$ cat src/rtl/execute_pkg.sv
// Shared definitions for the execute stage.
// Holds the datapath width, register index width and the funct3 encodings
// for conditional branches and ALU operations, plus a branch-condition
// helper used by the execute top.
package execute_pkg;

  localparam int XLEN  = 32;
  localparam int REG_W = 5;

  // Branch funct3 encodings (010 and 011 are reserved: never taken)
  localparam logic [2:0] F3_BEQ  = 3'b000;
  localparam logic [2:0] F3_BNE  = 3'b001;
  localparam logic [2:0] F3_BLT  = 3'b100;
  localparam logic [2:0] F3_BGE  = 3'b101;
  localparam logic [2:0] F3_BLTU = 3'b110;
  localparam logic [2:0] F3_BGEU = 3'b111;

  // ALU funct3 encodings
  localparam logic [2:0] F3_ADD  = 3'b000;  // sub when func7 = 1
  localparam logic [2:0] F3_SLL  = 3'b001;
  localparam logic [2:0] F3_SLT  = 3'b010;
  localparam logic [2:0] F3_SLTU = 3'b011;
  localparam logic [2:0] F3_XOR  = 3'b100;
  localparam logic [2:0] F3_SR   = 3'b101;  // sra when func7 = 1
  localparam logic [2:0] F3_OR   = 3'b110;
  localparam logic [2:0] F3_AND  = 3'b111;

  // Branch condition on two source operands.
  function automatic logic branch_taken(input logic [2:0]      func3,
                                        input logic [XLEN-1:0] a,
                                        input logic [XLEN-1:0] b);
    logic signed [XLEN-1:0] a_s;
    logic signed [XLEN-1:0] b_s;
    logic                   taken;
    a_s   = a;
    b_s   = b;
    taken = 1'b0;
    case (func3)
      F3_BEQ:  taken = (a == b);
      F3_BNE:  taken = (a != b);
      F3_BLT:  taken = (a_s <  b_s);
      F3_BGE:  taken = (a_s >= b_s);
      F3_BLTU: taken = (a <  b);
      F3_BGEU: taken = (a >= b);
      default: taken = 1'b0;
    endcase
    return taken;
  endfunction

endpackage

$ cat src/rtl/execute_if.sv
// Execute-stage bus: decoded instruction fields in, registered writeback
// and next-PC out.
//   slave  : the execute stage (consumes decode fields, drives results)
//   master : the decode side / environment (drives decode fields)
interface execute_if;
  import execute_pkg::*;

  logic             is_branch;
  logic             is_jump;
  logic             is_reg;
  logic             is_alu;
  logic             is_load;
  logic             is_store;
  logic             is_ui;
  logic             add_pc;
  logic [XLEN-1:0]  operand_a;
  logic [XLEN-1:0]  operand_b;
  logic [XLEN-1:0]  branch_dest;
  logic [XLEN-1:0]  curr_pc;
  logic [REG_W-1:0] dest_i;
  logic [2:0]       func3;
  logic             func7;
  logic [XLEN-1:0]  result;
  logic [REG_W-1:0] dest_o;
  logic [XLEN-1:0]  next_pc;

  modport slave (
    input  is_branch, is_jump, is_reg, is_alu, is_load, is_store, is_ui,
           add_pc, operand_a, operand_b, branch_dest, curr_pc, dest_i,
           func3, func7,
    output result, dest_o, next_pc
  );

  modport master (
    output is_branch, is_jump, is_reg, is_alu, is_load, is_store, is_ui,
           add_pc, operand_a, operand_b, branch_dest, curr_pc, dest_i,
           func3, func7,
    input  result, dest_o, next_pc
  );

endinterface

$ cat src/rtl/execute_alu.sv
// Combinational integer ALU.
// Ports: operand_a, operand_b (32) in; func3 (3) op select; func7 (1)
// selects sub/sra; result (32) out. Shift amount is operand_b[4:0].
module alu
  import execute_pkg::*;
(
  input  logic [XLEN-1:0] operand_a,
  input  logic [XLEN-1:0] operand_b,
  input  logic [2:0]      func3,
  input  logic            func7,
  output logic [XLEN-1:0] result
);

  logic signed [XLEN-1:0] a_s;
  logic signed [XLEN-1:0] b_s;
  logic        [4:0]      shamt;

  assign a_s   = operand_a;
  assign b_s   = operand_b;
  assign shamt = operand_b[4:0];

  always_comb begin
    result = '0;
    case (func3)
      F3_ADD:  result = func7 ? (operand_a - operand_b) : (operand_a + operand_b);
      F3_SLL:  result = operand_a << shamt;
      F3_SLT:  result = {{(XLEN-1){1'b0}}, (a_s < b_s)};
      F3_SLTU: result = {{(XLEN-1){1'b0}}, (operand_a < operand_b)};
      F3_XOR:  result = operand_a ^ operand_b;
      F3_SR:   result = func7 ? XLEN'(a_s >>> shamt) : (operand_a >> shamt);
      F3_OR:   result = operand_a | operand_b;
      F3_AND:  result = operand_a & operand_b;
      default: result = '0;
    endcase
  end

endmodule

$ cat src/rtl/execute.sv
// RISC-V execute stage: one-cycle latency, no stalls.
// Ports: clk, reset (async, active-high), bus (execute_if.slave) carrying
// decode flags, operands, branch offset, current PC, dest index, func3/func7
// in, and registered result, dest_o (0 = no writeback), next_pc out.
// Decode priority: branch > jump > alu > load/store > upper-immediate.
module execute
  import execute_pkg::*;
(
  input  logic     clk,
  input  logic     reset,
  execute_if.slave bus
);

  logic [XLEN-1:0]  alu_out;
  logic [XLEN-1:0]  pc_plus4;
  logic [XLEN-1:0]  ab_sum;
  logic [XLEN-1:0]  result_p0;
  logic [REG_W-1:0] dest_p0;
  logic [XLEN-1:0]  next_pc_p0;
  logic [XLEN-1:0]  result_p1;
  logic [REG_W-1:0] dest_p1;
  logic [XLEN-1:0]  next_pc_p1;

  alu u_alu (
    .operand_a (bus.operand_a),
    .operand_b (bus.operand_b),
    .func3     (bus.func3),
    .func7     (bus.func7),
    .result    (alu_out)
  );

  assign pc_plus4 = bus.curr_pc + XLEN'(4);
  assign ab_sum   = bus.operand_a + bus.operand_b;

  // Stage p0: decode select and writeback/PC formation
  always_comb begin
    result_p0  = '0;
    dest_p0    = '0;
    next_pc_p0 = pc_plus4;
    if (bus.is_branch) begin
      if (branch_taken(bus.func3, bus.operand_a, bus.operand_b))
        next_pc_p0 = bus.curr_pc + bus.branch_dest;
    end else if (bus.is_jump) begin
      result_p0 = pc_plus4;
      if (bus.is_reg) begin
        next_pc_p0 = {ab_sum[XLEN-1:1], 1'b0};
        dest_p0    = bus.dest_i;
      end else begin
        next_pc_p0 = bus.curr_pc + bus.operand_a;
        // JAL with no link register still links into x1
        dest_p0    = (bus.dest_i == '0) ? REG_W'(1) : bus.dest_i;
      end
    end else if (bus.is_alu) begin
      result_p0 = alu_out;
      dest_p0   = bus.dest_i;
    end else if (bus.is_load || bus.is_store) begin
      result_p0 = ab_sum;
      dest_p0   = bus.is_load ? bus.dest_i : '0;
    end else if (bus.is_ui) begin
      result_p0 = bus.add_pc ? (bus.curr_pc + bus.operand_a) : bus.operand_a;
      dest_p0   = bus.dest_i;
    end
  end

  // Stage p1: registered outputs
  always_ff @(posedge clk or posedge reset) begin
    if (reset) begin
      result_p1  <= '0;
      dest_p1    <= '0;
      next_pc_p1 <= '0;
    end else begin
      result_p1  <= result_p0;
      dest_p1    <= dest_p0;
      next_pc_p1 <= next_pc_p0;
    end
  end

  assign bus.result  = result_p1;
  assign bus.dest_o  = dest_p1;
  assign bus.next_pc = next_pc_p1;

endmodule

$ cat src/flat_wrapper.sv
// flat-port wrapper written by rule: the top's interface ports become plain ports
module execute_flat import execute_pkg::*;
  (clk, reset, bus_is_branch, bus_is_jump, bus_is_reg, bus_is_alu, bus_is_load, bus_is_store, bus_is_ui, bus_add_pc, bus_operand_a, bus_operand_b, bus_branch_dest, bus_curr_pc, bus_dest_i, bus_func3, bus_func7, bus_result, bus_dest_o, bus_next_pc);
  execute_if bus_i ();
  input  logic clk;
  input  logic reset;
  input wire logic [$bits(bus_i.is_branch)-1:0] bus_is_branch;
  input wire logic [$bits(bus_i.is_jump)-1:0] bus_is_jump;
  input wire logic [$bits(bus_i.is_reg)-1:0] bus_is_reg;
  input wire logic [$bits(bus_i.is_alu)-1:0] bus_is_alu;
  input wire logic [$bits(bus_i.is_load)-1:0] bus_is_load;
  input wire logic [$bits(bus_i.is_store)-1:0] bus_is_store;
  input wire logic [$bits(bus_i.is_ui)-1:0] bus_is_ui;
  input wire logic [$bits(bus_i.add_pc)-1:0] bus_add_pc;
  input wire logic [$bits(bus_i.operand_a)-1:0] bus_operand_a;
  input wire logic [$bits(bus_i.operand_b)-1:0] bus_operand_b;
  input wire logic [$bits(bus_i.branch_dest)-1:0] bus_branch_dest;
  input wire logic [$bits(bus_i.curr_pc)-1:0] bus_curr_pc;
  input wire logic [$bits(bus_i.dest_i)-1:0] bus_dest_i;
  input wire logic [$bits(bus_i.func3)-1:0] bus_func3;
  input wire logic [$bits(bus_i.func7)-1:0] bus_func7;
  output wire logic [$bits(bus_i.result)-1:0] bus_result;
  output wire logic [$bits(bus_i.dest_o)-1:0] bus_dest_o;
  output wire logic [$bits(bus_i.next_pc)-1:0] bus_next_pc;
  assign bus_i.is_branch = bus_is_branch;
  assign bus_i.is_jump = bus_is_jump;
  assign bus_i.is_reg = bus_is_reg;
  assign bus_i.is_alu = bus_is_alu;
  assign bus_i.is_load = bus_is_load;
  assign bus_i.is_store = bus_is_store;
  assign bus_i.is_ui = bus_is_ui;
  assign bus_i.add_pc = bus_add_pc;
  assign bus_i.operand_a = bus_operand_a;
  assign bus_i.operand_b = bus_operand_b;
  assign bus_i.branch_dest = bus_branch_dest;
  assign bus_i.curr_pc = bus_curr_pc;
  assign bus_i.dest_i = bus_dest_i;
  assign bus_i.func3 = bus_func3;
  assign bus_i.func7 = bus_func7;
  assign bus_result = bus_i.result;
  assign bus_dest_o = bus_i.dest_o;
  assign bus_next_pc = bus_i.next_pc;
  execute u_core (.clk(clk), .reset(reset), .bus(bus_i));
endmodule
$ cat config.mk
export PLATFORM = sky130hd
export DESIGN_NAME = execute_flat
export DESIGN_NICKNAME = d
export VERILOG_FILES = /design/src/rtl/execute_pkg.sv /design/src/rtl/execute_if.sv /design/src/rtl/execute_alu.sv /design/src/rtl/execute.sv /design/src/flat_wrapper.sv
export SDC_FILE = /design/constraint.sdc
export NUM_CORES = 1
export LEC_CHECK = 0
export CAP_MARGIN = 0
export CORE_MARGIN = 2
export CORE_UTILIZATION = 40
export DETAILED_ROUTE_END_ITERATION = 10
export PLACE_DENSITY = 0.71
export SETUP_SLACK_MARGIN = 0.15
export SLEW_MARGIN = 15
export SYNTH_ARGS = -nofsm -noshare
export SYNTH_HDL_FRONTEND = slang
export SYNTH_SLANG_ARGS = --single-unit
export TNS_END_PERCENT = 30
$ cat constraint.sdc
create_clock -name clk -period 2.7 [get_ports clk]
set_clock_uncertainty 0.1 [all_clocks]
set_input_delay 0.81 -clock clk [delete_from_list [all_inputs] [get_ports clk]]
set_output_delay 0.81 -clock clk [all_outputs]
set_load 0.05 [all_outputs]
==> impl_results.md <==
* Max Fclk at 259 MHz
* GR Overflow Total at 0
* Final Wtd Congestion at 1.04
* Synth top area share at 0.116
* DRC viols at 0
* YS warnings at 0
* Leakage at 12.6 nW
* Largest net degree at the start of global routing at 74
* Die ar. at 44700 sq um
* Routed met2 length at 41200 um
* Die H at 211 um
* Hold Crit Class: in2reg
* Minimum clock period at 3870 ps
* Seq. cell area at 1730 sq um
* Synth unique cells at 92
* Worst endpoint required time at 2840 ps
* Layout area overhead at 62.1%
* Layout cells sized above 1 at 0.377
* Max rail drop VDD at 0.342 mV
* Critical Path Source: bus_operand_b[2]
* IO Count at 216
* Max Buffers Root-to-Sink at 2
* Final Routed Wirelength at 97200 um
* Antenna violations before repair at 4
* Synth area leaders: ha_1 12%, dfrtp_1 10%, a21oi_1 7.5%
* Most frequent cells in the layout: 843 x buf_4, 276 x nor2_1, 233 x a21oi_1, 179 x nand2_1, 142 x o21ai_0
* Slew Limit Headroom at 0.461
* Via-to-Cell Ratio at 6.18
* Worst-margin pin slew at 809 ps
* Filler instances at 3658
* CP Capture Type: register
* Buffers on Ports at 215
* Dpl ws at -2180 ps
* CP arrival at 4010 ps
* FF+latch count, synth at 69
* CTS tree: built
* P per Cell Area at 341 nW/um^2
* Num CTS Buffers at 9
* Cell area after layout at 27900 sq um
* Final setup viols at 64
* Layout Nets at 3633
* DPL Wire Length at 77200 um
* Commonest non-fill, non-tap cell in the layout: buf_4
* Kind of critical path: in2reg
* Post-synthesis sequential area ratio at 0.100
* Post-DP Area at 25700 sq um
* Worst-path clk slew at 60 ps
* Synthesized net count at 2699
* Synth Flop Type: dfrtp_1
* Final period utilization at 1.43
* Async SR Flop Fraction at 1.00
* Mapped cell area at 17200 sq um
* Slew Limit Fails at 0
* Post-DRT Antenna Nets at 0
* DR WL/cell at 25.1 um
* RSZ-0062 raised after global routing: true
* Status: finished with violations
* Initial detailed-routing violation count at 2957
* Final hold vios at 0
* Min-delay src: bus_is_branch
* Core ar. at 42200 sq um
* Clock root cell: clkbuf_16
* Tot GR Track Use at 0.425
* WL met1 at 40300 um
* Min Hold Slack at 738 ps
* Post-synth EDFFs at 0
* Syn Inst Count at 2388
* Max Used Layer: met5
* Post-CTS Hold Fix Bufs at 0
* Clock sinks at 69
* Worst setup SP type: primary input
* Cell taking the most area after synthesis: ha_1
* Via Count at 23.9k
* Max FO, Critical Path at 11
* Drt first pass iters at 6
* H-tree levels at 3
* Final worst slack at -1170 ps
* Max cap viols at 0
* First-pass GRT wire length at 143000 um
* Violated checks: negative setup slack
* Starting Density at 0.407
* Post-Syn Area per Cell at 7.20 sq um
* Vias in the first global route at 23.3k
* Multi-input logic area at 15800 sq um
* Die width at 211 um
* WL met3 at 11000 um
* Row count at 75
final timing paths:
kind,end,depth (start not counted)
min in group asynchronous,u_core.bus.next_pc[16]$_DFF_PP0_,3
max in group asynchronous,u_core.bus.result[27]$_DFF_PP0_,3
worst min-delay path,u_core.bus.next_pc[21]$_DFF_PP0_,3
worst max-delay path,u_core.bus.next_pc[30]$_DFF_PP0_,17
flip-flops by register name, summed over array words and instances (netlist names):
signal              cells
u_core.bus.dest_o       5
u_core.bus.result      32
u_core.bus.next_pc     32
synthesized netlist by cell type, types with 22 or more instances:
| cell | count |
|---|---|
| o22ai_1 | 27 |
| xnor2_1 | 91 |
| nor2_1 | 282 |
| mux2i_1 | 87 |
| nand2_1 | 180 |
| nand3_1 | 45 |
| o21ai_0 | 172 |
| nor3_1 | 55 |
| inv_1 | 119 |
| a21oi_1 | 258 |
| xor2_1 | 35 |
| nand2b_1 | 22 |
| o211ai_1 | 46 |
| dfrtp_1 | 69 |
| mux4_2 | 53 |
| a21o_1 | 40 |
| ha_1 | 160 |
| a31oi_1 | 23 |
| a211oi_1 | 55 |
| a221oi_1 | 23 |
| o221ai_1 | 27 |
| buf_2 | 25 |
| clkbuf_1 | 119 |
critical path: stages:
cell      delay, ps
buf_4           170
inv_4            70
ha_4            250
nand2b_4        160
a221oi_4        360
o21ai_4         100
o2111a_2        330
o41ai_4         280
buf_4           190
nor3_2           50
a311oi_2        260
buf_4           200
buf_4           220
nand2_2         100
buf_4           140
a211oi_1        200
a211oi_1        110
power breakdown:
group / internal (W) / switching (W) / total, W
clock network: 0.000672 / 0.000529 / 0.00120
logic: 0.00315 / 0.00393 / 0.00709
registers: 0.00116 / 0.0000595 / 0.00122
total: 0.00499 / 0.00452 / 0.00951
cell type report:
type                            instances  share of cell area
Sequential cell                        69              0.0620
Antenna cell                            1           0.0000898
Clock buffer                           13             0.00934
Inverter                              124              0.0173
Multi-Input combinational cell       2026               0.567
Clock inverter                          3            0.000718
Timing Repair Buffer                 1092               0.319
Tap cell                              539              0.0242
repair_timing:
item / 4_1_cts / 5_1_grt
setup buffers: 44 / 1
cloned: 1 / 0
gates resized for setup: 398 / 57
pin swaps: 69 / 30
endpoints found under the setup margin: 64 / 65
layer usage:
layer	track usage	vias to the layer above
li1	-	10757
met3	0.0936	262
met2	0.646	1458
met5	0.0211	-
met4	0.178	8
met1	0.578	11420
through the flow:
stage | power, W | utilization | setup TNS [ps] | instances
2_1_floorplan | 0.00443 | - | -73150 | 2388
3_3_place_gp | 0.00751 | 0.609 | -116740 | 3804
4_1_cts | 0.00921 | 0.654 | -55900 | 3865
6_report | 0.00951 | 0.660 | -61020 | 3867
3_5_place_dp | 0.00757 | 0.609 | -120650 | 3804
5_1_grt | 0.00989 | 0.660 | -65680 | 3866
logic make-up after synthesis:
| group | count (synthesis) | share of synthesized area |
|---|---|---|
| adder cells (fa/ha/maj) | 164 | 0.121 |
| multiplexers | 151 | 0.127 |
| buffers and inverters | 293 | 0.0673 |
| AND/OR/NAND/NOR | 723 | 0.193 |
| XOR/XNOR | 126 | 0.0642 |
| AO/OA/AOI/OAI | 862 | 0.326 |
| flip-flops | 69 | 0.100 |
Note: power is estimated with default switching activity, not from simulation.
